$ cat src/rtl/dmem_arb_pkg.sv
// dmem_arb_pkg: shared types and constants for the data-memory arbiter.
//   arb_state_t : arbiter FSM state (IDLE, LOCK_C, LOCK_D)
//   PORT_C/D    : port identifiers, also used as bit index into 2-bit grant vectors
// Optional feature macro: DMEM_ARB_RR_EN (consumed by dmem_arb_pick).
package dmem_arb_pkg;

    typedef enum logic [1:0] {
        IDLE   = 2'd0,
        LOCK_C = 2'd1,
        LOCK_D = 2'd2
    } arb_state_t;

    localparam logic PORT_C = 1'b0;
    localparam logic PORT_D = 1'b1;

endpackage

$ cat src/rtl/dmem_arb_pick.sv
// dmem_arb_pick: combinational 2-way grant selector.
//   req_i[1:0]   in  requests, bit PORT_C / bit PORT_D
//   last_i       in  port of the most recent grant
//   force_i[1:0] in  ports allowed to win this cycle (lock / forced-release mask)
//   gnt_o[1:0]   out one-hot grant (or zero)
// Macro DMEM_ARB_RR_EN: defined -> round-robin on contention (port != last wins);
//                       undefined -> fixed priority, port C wins.
module dmem_arb_pick
    import dmem_arb_pkg::*;
(
    input  logic [1:0] req_i,
    input  logic       last_i,
    input  logic [1:0] force_i,
    output logic [1:0] gnt_o
);

    logic [1:0] eligible;

`ifndef DMEM_ARB_RR_EN
    // Fixed priority never looks at the history bit.
    logic unused_last;
    assign unused_last = last_i;
`endif

    always_comb begin
        eligible = req_i & force_i;
        gnt_o    = 2'b00;
        case (eligible)
            2'b01:   gnt_o = 2'b01;
            2'b10:   gnt_o = 2'b10;
            2'b11: begin
`ifdef DMEM_ARB_RR_EN
                gnt_o = (last_i == PORT_D) ? 2'b01 : 2'b10;
`else
                gnt_o = 2'b01;
`endif
            end
            default: gnt_o = 2'b00;
        endcase
    end

endmodule

$ cat src/rtl/dmem_arbiter.sv
// dmem_arbiter: shares the single-port data memory between the core (C) and a
// DMA/debug loader (D), with a bounded bus lock for atomic read-modify-write.
//   clk, rst                 clock, synchronous active-high reset
//   c_*/d_* req,we,addr,wdata,lock   requester inputs
//   c_gnt/d_gnt              combinational grant
//   c_rvalid/d_rvalid, c_rdata/d_rdata   registered read response (1-cycle latency)
//   mem_a, mem_we, mem_wd    to memory; mem_rd combinational read data from memory
// Macro DMEM_ARB_RR_EN selects round-robin contention (see dmem_arb_pick).
module dmem_arbiter
    import dmem_arb_pkg::*;
#(
    parameter int unsigned AW       = 32,
    parameter int unsigned DW       = 32,
    parameter int unsigned DEPTH    = 1024,
    parameter int unsigned LOCK_MAX = 16
) (
    input  logic          clk,
    input  logic          rst,
    input  logic          c_req,
    input  logic          c_we,
    input  logic [AW-1:0] c_addr,
    input  logic [DW-1:0] c_wdata,
    input  logic          c_lock,
    input  logic          d_req,
    input  logic          d_we,
    input  logic [AW-1:0] d_addr,
    input  logic [DW-1:0] d_wdata,
    input  logic          d_lock,
    output logic          c_gnt,
    output logic          d_gnt,
    output logic          c_rvalid,
    output logic          d_rvalid,
    output logic [DW-1:0] c_rdata,
    output logic [DW-1:0] d_rdata,
    output logic [AW-1:0] mem_a,
    output logic          mem_we,
    output logic [DW-1:0] mem_wd,
    input  logic [DW-1:0] mem_rd
);

    localparam int unsigned CW = $clog2(LOCK_MAX + 1);

    arb_state_t    state_q;
    logic          last_q;
    logic          force_pend_q;   // set by a forced release until the next grant
    logic [CW-1:0] cnt_q;

    logic [1:0]    req;
    logic [1:0]    mask;
    logic [1:0]    pick_gnt;
    logic [1:0]    gnt;
    logic          any_gnt;
    logic          win_we;
    logic          win_lock;
    logic [AW-1:0] win_addr;
    logic [DW-1:0] win_wdata;
    logic          in_range;
    logic          owner;
    logic          lock_expired;

    assign req = {d_req, c_req};

    // Restrict who may win: lock owner only, or the non-last port right after a forced release.
    always_comb begin
        mask = 2'b11;
        case (state_q)
            LOCK_C:  mask = 2'b01;
            LOCK_D:  mask = 2'b10;
            default: begin
                if (force_pend_q && c_req && d_req) begin
                    mask = (last_q == PORT_C) ? 2'b10 : 2'b01;
                end
            end
        endcase
    end

    dmem_arb_pick u_pick (
        .req_i   (req),
        .last_i  (last_q),
        .force_i (mask),
        .gnt_o   (pick_gnt)
    );

    assign gnt     = rst ? 2'b00 : pick_gnt;
    assign any_gnt = |gnt;
    assign c_gnt   = gnt[PORT_C];
    assign d_gnt   = gnt[PORT_D];

    // Winner mux; everything is zero when nobody is granted.
    always_comb begin
        win_we    = 1'b0;
        win_lock  = 1'b0;
        win_addr  = '0;
        win_wdata = '0;
        if (gnt[PORT_C]) begin
            win_we    = c_we;
            win_lock  = c_lock;
            win_addr  = c_addr;
            win_wdata = c_wdata;
        end else if (gnt[PORT_D]) begin
            win_we    = d_we;
            win_lock  = d_lock;
            win_addr  = d_addr;
            win_wdata = d_wdata;
        end
    end

    assign in_range = 64'(win_addr) < 64'(DEPTH);
    assign mem_a    = win_addr;
    assign mem_wd   = win_wdata;
    assign mem_we   = win_we & in_range;

    assign owner        = (state_q == LOCK_D) ? PORT_D : PORT_C;
    assign lock_expired = (cnt_q == CW'(LOCK_MAX - 1));

    // FSM, lock counter, grant history and read response registers.
    always_ff @(posedge clk) begin
        if (rst) begin
            state_q      <= IDLE;
            last_q       <= PORT_D;
            force_pend_q <= 1'b0;
            cnt_q        <= '0;
            c_rvalid     <= 1'b0;
            d_rvalid     <= 1'b0;
            c_rdata      <= '0;
            d_rdata      <= '0;
        end else begin
            c_rvalid <= gnt[PORT_C] & ~c_we;
            d_rvalid <= gnt[PORT_D] & ~d_we;
            if (gnt[PORT_C] && !c_we) begin
                c_rdata <= in_range ? mem_rd : '0;
            end
            if (gnt[PORT_D] && !d_we) begin
                d_rdata <= in_range ? mem_rd : '0;
            end

            if (any_gnt) begin
                last_q       <= gnt[PORT_D] ? PORT_D : PORT_C;
                force_pend_q <= 1'b0;
            end

            case (state_q)
                IDLE: begin
                    cnt_q <= '0;
                    if (any_gnt && win_lock) begin
                        state_q <= gnt[PORT_C] ? LOCK_C : LOCK_D;
                    end
                end
                LOCK_C, LOCK_D: begin
                    if (lock_expired) begin
                        // Forced release overrides whatever the owner did this cycle.
                        state_q      <= IDLE;
                        last_q       <= owner;
                        force_pend_q <= 1'b1;
                        cnt_q        <= '0;
                    end else begin
                        cnt_q <= cnt_q + CW'(1);
                        if (any_gnt && !win_lock) begin
                            state_q <= IDLE;
                        end
                    end
                end
                default: begin
                    state_q <= IDLE;
                    cnt_q   <= '0;
                end
            endcase
        end
    end

endmodule
$ cat config.mk
export PLATFORM = sky130hd
export DESIGN_NAME = dmem_arbiter
export DESIGN_NICKNAME = d
export VERILOG_FILES = /design/src/rtl/dmem_arb_pkg.sv /design/src/rtl/dmem_arb_pick.sv /design/src/rtl/dmem_arbiter.sv
export SDC_FILE = /design/constraint.sdc
export NUM_CORES = 1
export LEC_CHECK = 0
export BUFFER_PORTS_ARGS = -buffer_cell sky130_fd_sc_hd__buf_2
export CORE_AREA = 2 2 118 120
export DETAILED_ROUTE_END_ITERATION = 16
export DIE_AREA = 0 0 120 122
export GPL_TIMING_DRIVEN = 0
export MAX_ROUTING_LAYER = met4
export PLACE_DENSITY_LB_ADDON = 0.08
export SYNTH_ARGS = -nofsm -noshare
export SYNTH_HDL_FRONTEND = slang
export SYNTH_SLANG_ARGS = --single-unit
$ cat constraint.sdc
create_clock -name clk -period 3.3 [get_ports clk]
set_clock_uncertainty 0.15 [all_clocks]
set_input_delay 0.66 -clock clk [delete_from_list [all_inputs] [get_ports clk]]
set_output_delay 0.66 -clock clk [all_outputs]
set_load 0.005 [all_outputs]
# [Yosys cells after proc, flatten, opt, wreduce, memory -nomap -nowiden]
# Index checks and enable logic that the tools add are counted.
[op_classes] n_reduce_logical=15 n_addsub=1 order_cmp=1 n_eq_ne=8 bitwise_logic=7 n_mux=27
[ops] operator="$mux 32" count=5
[ops] operator="$lt 32x11->1 const B" count=1
[ops] operator="$mux 2" count=7
[ops] operator="$mux 1" count=12
[ops] operator="$pmux 2 s2" count=3
[ops] operator="$eq 2x2->1 const B" count=3
[ops] operator="$logic_and 1x1->1" count=6
[ops] operator="$reduce_or 2->1" count=3
[ops] operator="$add 5x1->5 const B" count=1
[ops] operator="$eq 5x4->1 const B" count=1
[ops] operator="$eq 2x1->1 const B" count=2
[ops] operator="$and 1x1->1" count=3
[ops] operator="$logic_not 1->1" count=3
[ops] operator="$ne 3x3->1 const B" count=1
[ops] operator="$not 1->1" count=3
[ops] operator="$reduce_or 3->1" count=1
[ops] operator="$and 2x2->2" count=1
[ops] operator="$logic_not 2->1" count=1
[ops] operator="$ne 2x2->1 const B" count=1
[ops] operator="$reduce_and 2->1" count=1
[word_totals] wordCells=67 ff_bits=75

# [Depth between registers and ports, before layout]
[depth] depth_word=16 mapped_depth=9 mapped_depth_nobuf=8

# [Hierarchy]
# A second synthesis with hierarchy kept.
[hier_totals] cells_unflattened=495 hier_area_um2=4222.8
[modules_own_cells] module="dmem_arbiter" seq_area_each_um2=1501.4 area_per_inst_um2=4204.0 cells_each=492 instances=1
[modules_own_cells] module="dmem_arb_pick" seq_area_each_um2=0.0 area_per_inst_um2=18.8 cells_each=3 instances=1

# [Least setup slack after synthesis]
# Ideal clock, no wire load.
[synth_timing] path_type="register -> output" start="register state_q[0]" end="output port mem_a[10]" n_path_buf=3 stages_incl_launch_ff=9 required_ns=2.490 arrival_time_ns=1.845 slack_ns=0.645 cell_sequence="dfxtp_1 -> inv_1 -> ha_1 -> nand4bb_4 -> and4_1 -> clkbuf_1 -> buf_2 -> buf_2 -> a22o_1"
[synth_via] elab_chain_len=9 word_cells_on_any_way=12 classes_between="5 x eq/ne; 5 x mux; 1 x bitwise; 1 x reduce/logical"
[synth_lines] item="start: declaration" line_no="dmem_arbiter.sv:43" text="arb_state_t state_q;"
[synth_lines] item="start signal: assignment" line_no="dmem_arbiter.sv:146" text="state_q <= gnt[PORT_C] ? LOCK_C : LOCK_D;"
[synth_lines] item="$eq 2x2->1 / $eq 2x1->1 (equally long branches)" line_no="dmem_arbiter.sv:66" text="case (state_q)"
[synth_lines] item="$pmux 2 s2 (*)" line_no="dmem_arbiter.sv:66"
[synth_lines] item="$and 2x2->2 (*)" line_no="dmem_arb_pick.sv:26" text="eligible = req_i & force_i;"
[synth_lines] item="$eq 2x1->1 / $eq 2x2->1 (equally long branches)" line_no="dmem_arb_pick.sv:28" text="case (eligible)"
[synth_lines] item="$reduce_or 2->1 (no line)"
[synth_lines] item="$pmux 2 s2 (*)" line_no="dmem_arb_pick.sv:28"
[synth_lines] item="$mux 2 (*)" line_no="dmem_arbiter.sv:84" text="assign gnt = rst ? 2'b00 : pick_gnt;"
[synth_lines] item="$mux 32" line_no="dmem_arbiter.sv:100" text="end else if (gnt[PORT_D]) begin"
[synth_lines] item="$mux 32 (*)" line_no="dmem_arbiter.sv:95" text="if (gnt[PORT_C]) begin"
[synth_lines] item="end: declaration" line_no="dmem_arbiter.sv:35" text="output logic [AW-1:0] mem_a,"
# Every way passes the cells marked *; elsewhere a longest branch is shown, timed or not.

# [Worst setup path in the final report]
[layout_timing] start="register state_q[0]" end="output port mem_wd[20]"
[layout_via] elab_chain_len=9 word_cells_on_any_way=12 classes_between="5 x eq/ne; 5 x mux; 1 x bitwise; 1 x reduce/logical"
[layout_lines] item="$eq 2x2->1 / $eq 2x1->1 (equally long branches)" line_no="dmem_arbiter.sv:66"
[layout_lines] item="$pmux 2 s2 (*)" line_no="dmem_arbiter.sv:66"
[layout_lines] item="$and 2x2->2 (*)" line_no="dmem_arb_pick.sv:26"
[layout_lines] item="$eq 2x1->1 / $eq 2x2->1 (equally long branches)" line_no="dmem_arb_pick.sv:28"
[layout_lines] item="$reduce_or 2->1 (no line)"
[layout_lines] item="$pmux 2 s2 (*)" line_no="dmem_arb_pick.sv:28"
[layout_lines] item="$mux 2 (*)" line_no="dmem_arbiter.sv:84"
[layout_lines] item="$mux 32" line_no="dmem_arbiter.sv:100"
[layout_lines] item="$mux 32 (*)" line_no="dmem_arbiter.sv:95"
[layout_lines] item="end: declaration" line_no="dmem_arbiter.sv:37" text="output logic [DW-1:0] mem_wd,"
# Marks and branches as above.

==> flow_summary.yaml <==
sta:
  finalMaxSlewViolations: 0
  fin_crit_ns: 3.14
  fin_ws_ns: 0.159
  hold_ws_ns: 0.305
  slew_headroom_pct: 58.0
  fmax_ghz: 0.318
  setup_violations: 0
  fin_crit_sh_pct: 95.2
  tightest_slew_ns: 0.614
  tns_ns: 0
  hold_violations: 0
  rsz0062_at_grt: "false"
synthesis:
  ys_seq_area_share_pct: 43.3
  mappedNetlistNets: 483
  postSynthCellCount: 310
  synth_top_cell_by_area: "dfxtp_1"
  yosys_warnings: 0
  yosysTopAreaCellShare_pct: 43.3
  avgSynthCellArea_um2: 11.2
  yosysUniqueCellTypes: 39
  netlist_area_um2: 3470
  ys_ff_latch: 75
  synthTopCellsByArea: "dfxtp_1 (43%), a22o_1 (24%), a32o_2 (9.4%)"
die:
  num_rows: 43
  die_area_um2: 14600
  initial_utilization_pct: 25.7
  die_h_um: 122
  io_pins: 301
  core_area_um2: 13500
  fp.dieW_um: 120
route:
  postRouteAntennaNets: 0
  vias: 3983
  drc: 0
  drtIter0Drc: 137
  dr.pass1.iters: 4
  routed_wl_mm: 16.2
  wl_per_cell_um: 20.1
  routed_via_density: 4.92
worst_setup_path:
  critPathArrivalTime_ns: 2.33
  slowest_stage: "dfxtp_2"
  r2r_slack_ns: 0.66
  endpoint: "mem_wd[20]"
  required_ns: 2.49
  max_stage_delay_ns: 0.34
  reg2reg_from: "state_q[0]"
  r2r_cells: 10
  cp_max_fo: 10
  path_cells: "inv_1, ha_2, nand4bb_4, and3_2, nor2_4, buf_8, buf_6, a22o_1, buf_2"
  startpoint_type: "register"
  crit_type: "register to output pin"
  r2r_end: "d_rdata[22]"
  end_kind: "output pin"
  cp-startpoint: "state_q[0]"
clock_tree:
  cts_buffers: 9
  hold_buffers: 0
  clk_latency_ns: 0.33
  cts.sinks: 75
  cts-root-buf: "clkbuf_16"
  htreeDepth: 3
  cts.clk_slew.worst_paths_ns: 0.06
  cts_tree: "yes"
  cts_buffer_depth: 2
cells_and_area:
  post_route_cells_drive_above_1_share_pct: 61.1
  num-fill-cells: 1396
  area_delta_synth_final_pct: 61.0
  nets: 796
global_route:
  groute.usage.overall_pct: 22.0
  gr-total-overflow: 0
  first_global_vias: 3964
  antenna_found_initial: 1
  grt_max_degree: 14
  grt_pass1_wl_mm: 23.2
power:
  seqPwrFrac_pct: 31.0
  combPwrFrac_pct: 37.3
  power_leakage_nw: 3.06
  switching_power_w: 0.000984
  clockPowerShare_pct: 31.7
  vdd_drop_max_v: 0.000242
  finalPower_w: 0.00305
  powerDensity_nw_per_um2: 546
  internal_power_w: 0.00206
  sw_frac_of_total_pct: 32.3
run_status:
  outcome: "complete, no violations"
placement:
  post-place-ws_ns: 0.0113
  gp_congestion: 1.02
  post-dp-hpwl_mm: 13.5
  port_buffers: 300
hold_path:
  min_path_type: "register to register"
  hold_start: "cnt_q[0]"
job:
  maxCapViolations: 0
## layer usage
metal / vias to the layer above / part of all wire (%) / track usage (%)
li1: 1894 / - / -
met1: 1887 / 39 / 25.1
met2: 186 / 51 / 38.5
met3: 16 / 8.1 / 5.43
met4: 0 / 1.9 / 6.25
met5: - / 0 / -
## flip-flops by register name (all words and copies together), names as in the netlist
register and flops:
last_q 1, c_rvalid 1, d_rdata 32, cnt_q 5, d_rvalid 1, c_rdata 32
state_q 2, force_pend_q 1
## timing repair
action | 4_1_cts | 5_1_grt
setup endpoints to repair | 63 | 45
setup buffers | 3 | 1
pin swaps | 2 | 2
gates resized for setup | 13 | 17
## power groups by stage
stage / Sequential [W] / Clock (W) / Combinational, W
4_1_cts: 0.000944 / 0.000989 / 0.00112
6_report: 0.000945 / 0.000965 / 0.00114
3_5_place_dp: 0.000964 / 0 / 0.00108
5_1_grt: 0.000949 / 0.00103 / 0.00124
3_3_place_gp: 0.000963 / 0 / 0.00107
2_1_floorplan: 0.000962 / 0 / 0.000581
## critical path, delay by kind of cell, from the launching register on
kind	cells	cell delay, ns
DFF	1	0.34
AOI/OAI and AO/OA	1	0.21
and+or+nand+nor	3	0.64
buffers and inverters	4	0.50
adders and majority gates	1	0.32
## synthesized netlist by cell type
cell type,count
buf_6,1
nand3_2,1
a22o_1,95
nor4_4,2
nor3_1,1
and2_4,1
nand2_1,7
a22o_2,1
o211ai_1,2
buf_8,4
nand2b_1,3
a21bo_1,1
dfxtp_1,75
a21oi_1,2
or4_4,2
a32o_1,3
nand4_1,2
a211oi_2,1
a32o_2,29
ha_1,5
nor2_2,1
a32oi_1,1
nor2_1,7
buf_12,3
nand3_1,5
nor2b_1,1
nor4_1,9
a2111oi_0,1
o31ai_1,1
xnor2_1,1
xor2_1,1
and4_1,1
and3_1,4
buf_1,1
inv_1,8
nand4bb_4,1
clkbuf_1,16
mux2i_1,2
buf_2,8
## placed cells by master, fill, tap and decap left out, drive strengths merged, types with 2 or more instances in the layout
master  netlist  final
and3          4      4
ha            5      5
o211ai        2      2
nand2b        3      3
nor4         11     11
nand4         2      2
a22o         96     96
nand3         6      6
buf          17    320
a32o         32     32
nor2          8      8
clkbuf       16     25
mux2i         2      2
clkinv        0      3
or4           2      2
a21oi         2      2
inv           8      9
nand2         7      7
dfxtp        75     75
## logic make-up after synthesis
logic type	after synthesis	synth area share (%)
AO/OA/AOI/OAI	137	36.7
AND/OR/NAND/NOR	48	9.46
multiplexers	2	0.578
flip-flops	75	43.3
adder cells (fa/ha/maj)	5	1.81
XOR/XNOR	2	0.506
buffers and inverters	41	7.65
## per-stage QoR
step | cells | instance area [µm²] | utilization [%]
final | 809 | 5580 | 41.3
after detailed placement | 790 | 5190 | 38.5
after global placement | 790 | 5190 | 38.5
after CTS | 808 | 5540 | 41.0
after global routing | 809 | 5580 | 41.3
after floorplan | 310 | 3470 | -
## cell type report
class                   count  area (µm²)  share of cell area, %
flip-flops and latches     75        1500                   26.9
plain buffers              31         277                   4.96
diodes                      1        2.50                 0.0448
inverters                   8        30.0                  0.538
multi-input cells         194        1720                   30.8
clock buffers              10         229                   4.10
repair buffers            304        1530                   27.4
well taps                 180         225                   4.04
clock inverters             6        65.1                   1.17
## how the worst min path moves through the flow
stage	endpoint	slack [ns]	cells past startpoint
after floorplan	cnt_q[0]	0.27	1
after global placement	cnt_q[0]	0.28	1
after detailed placement	cnt_q[0]	0.29	1
after CTS	cnt_q[0]	0.30	1
after global routing	cnt_q[0]	0.34	1
final	cnt_q[0]	0.31	1
Power figures use the tool's default switching activity.
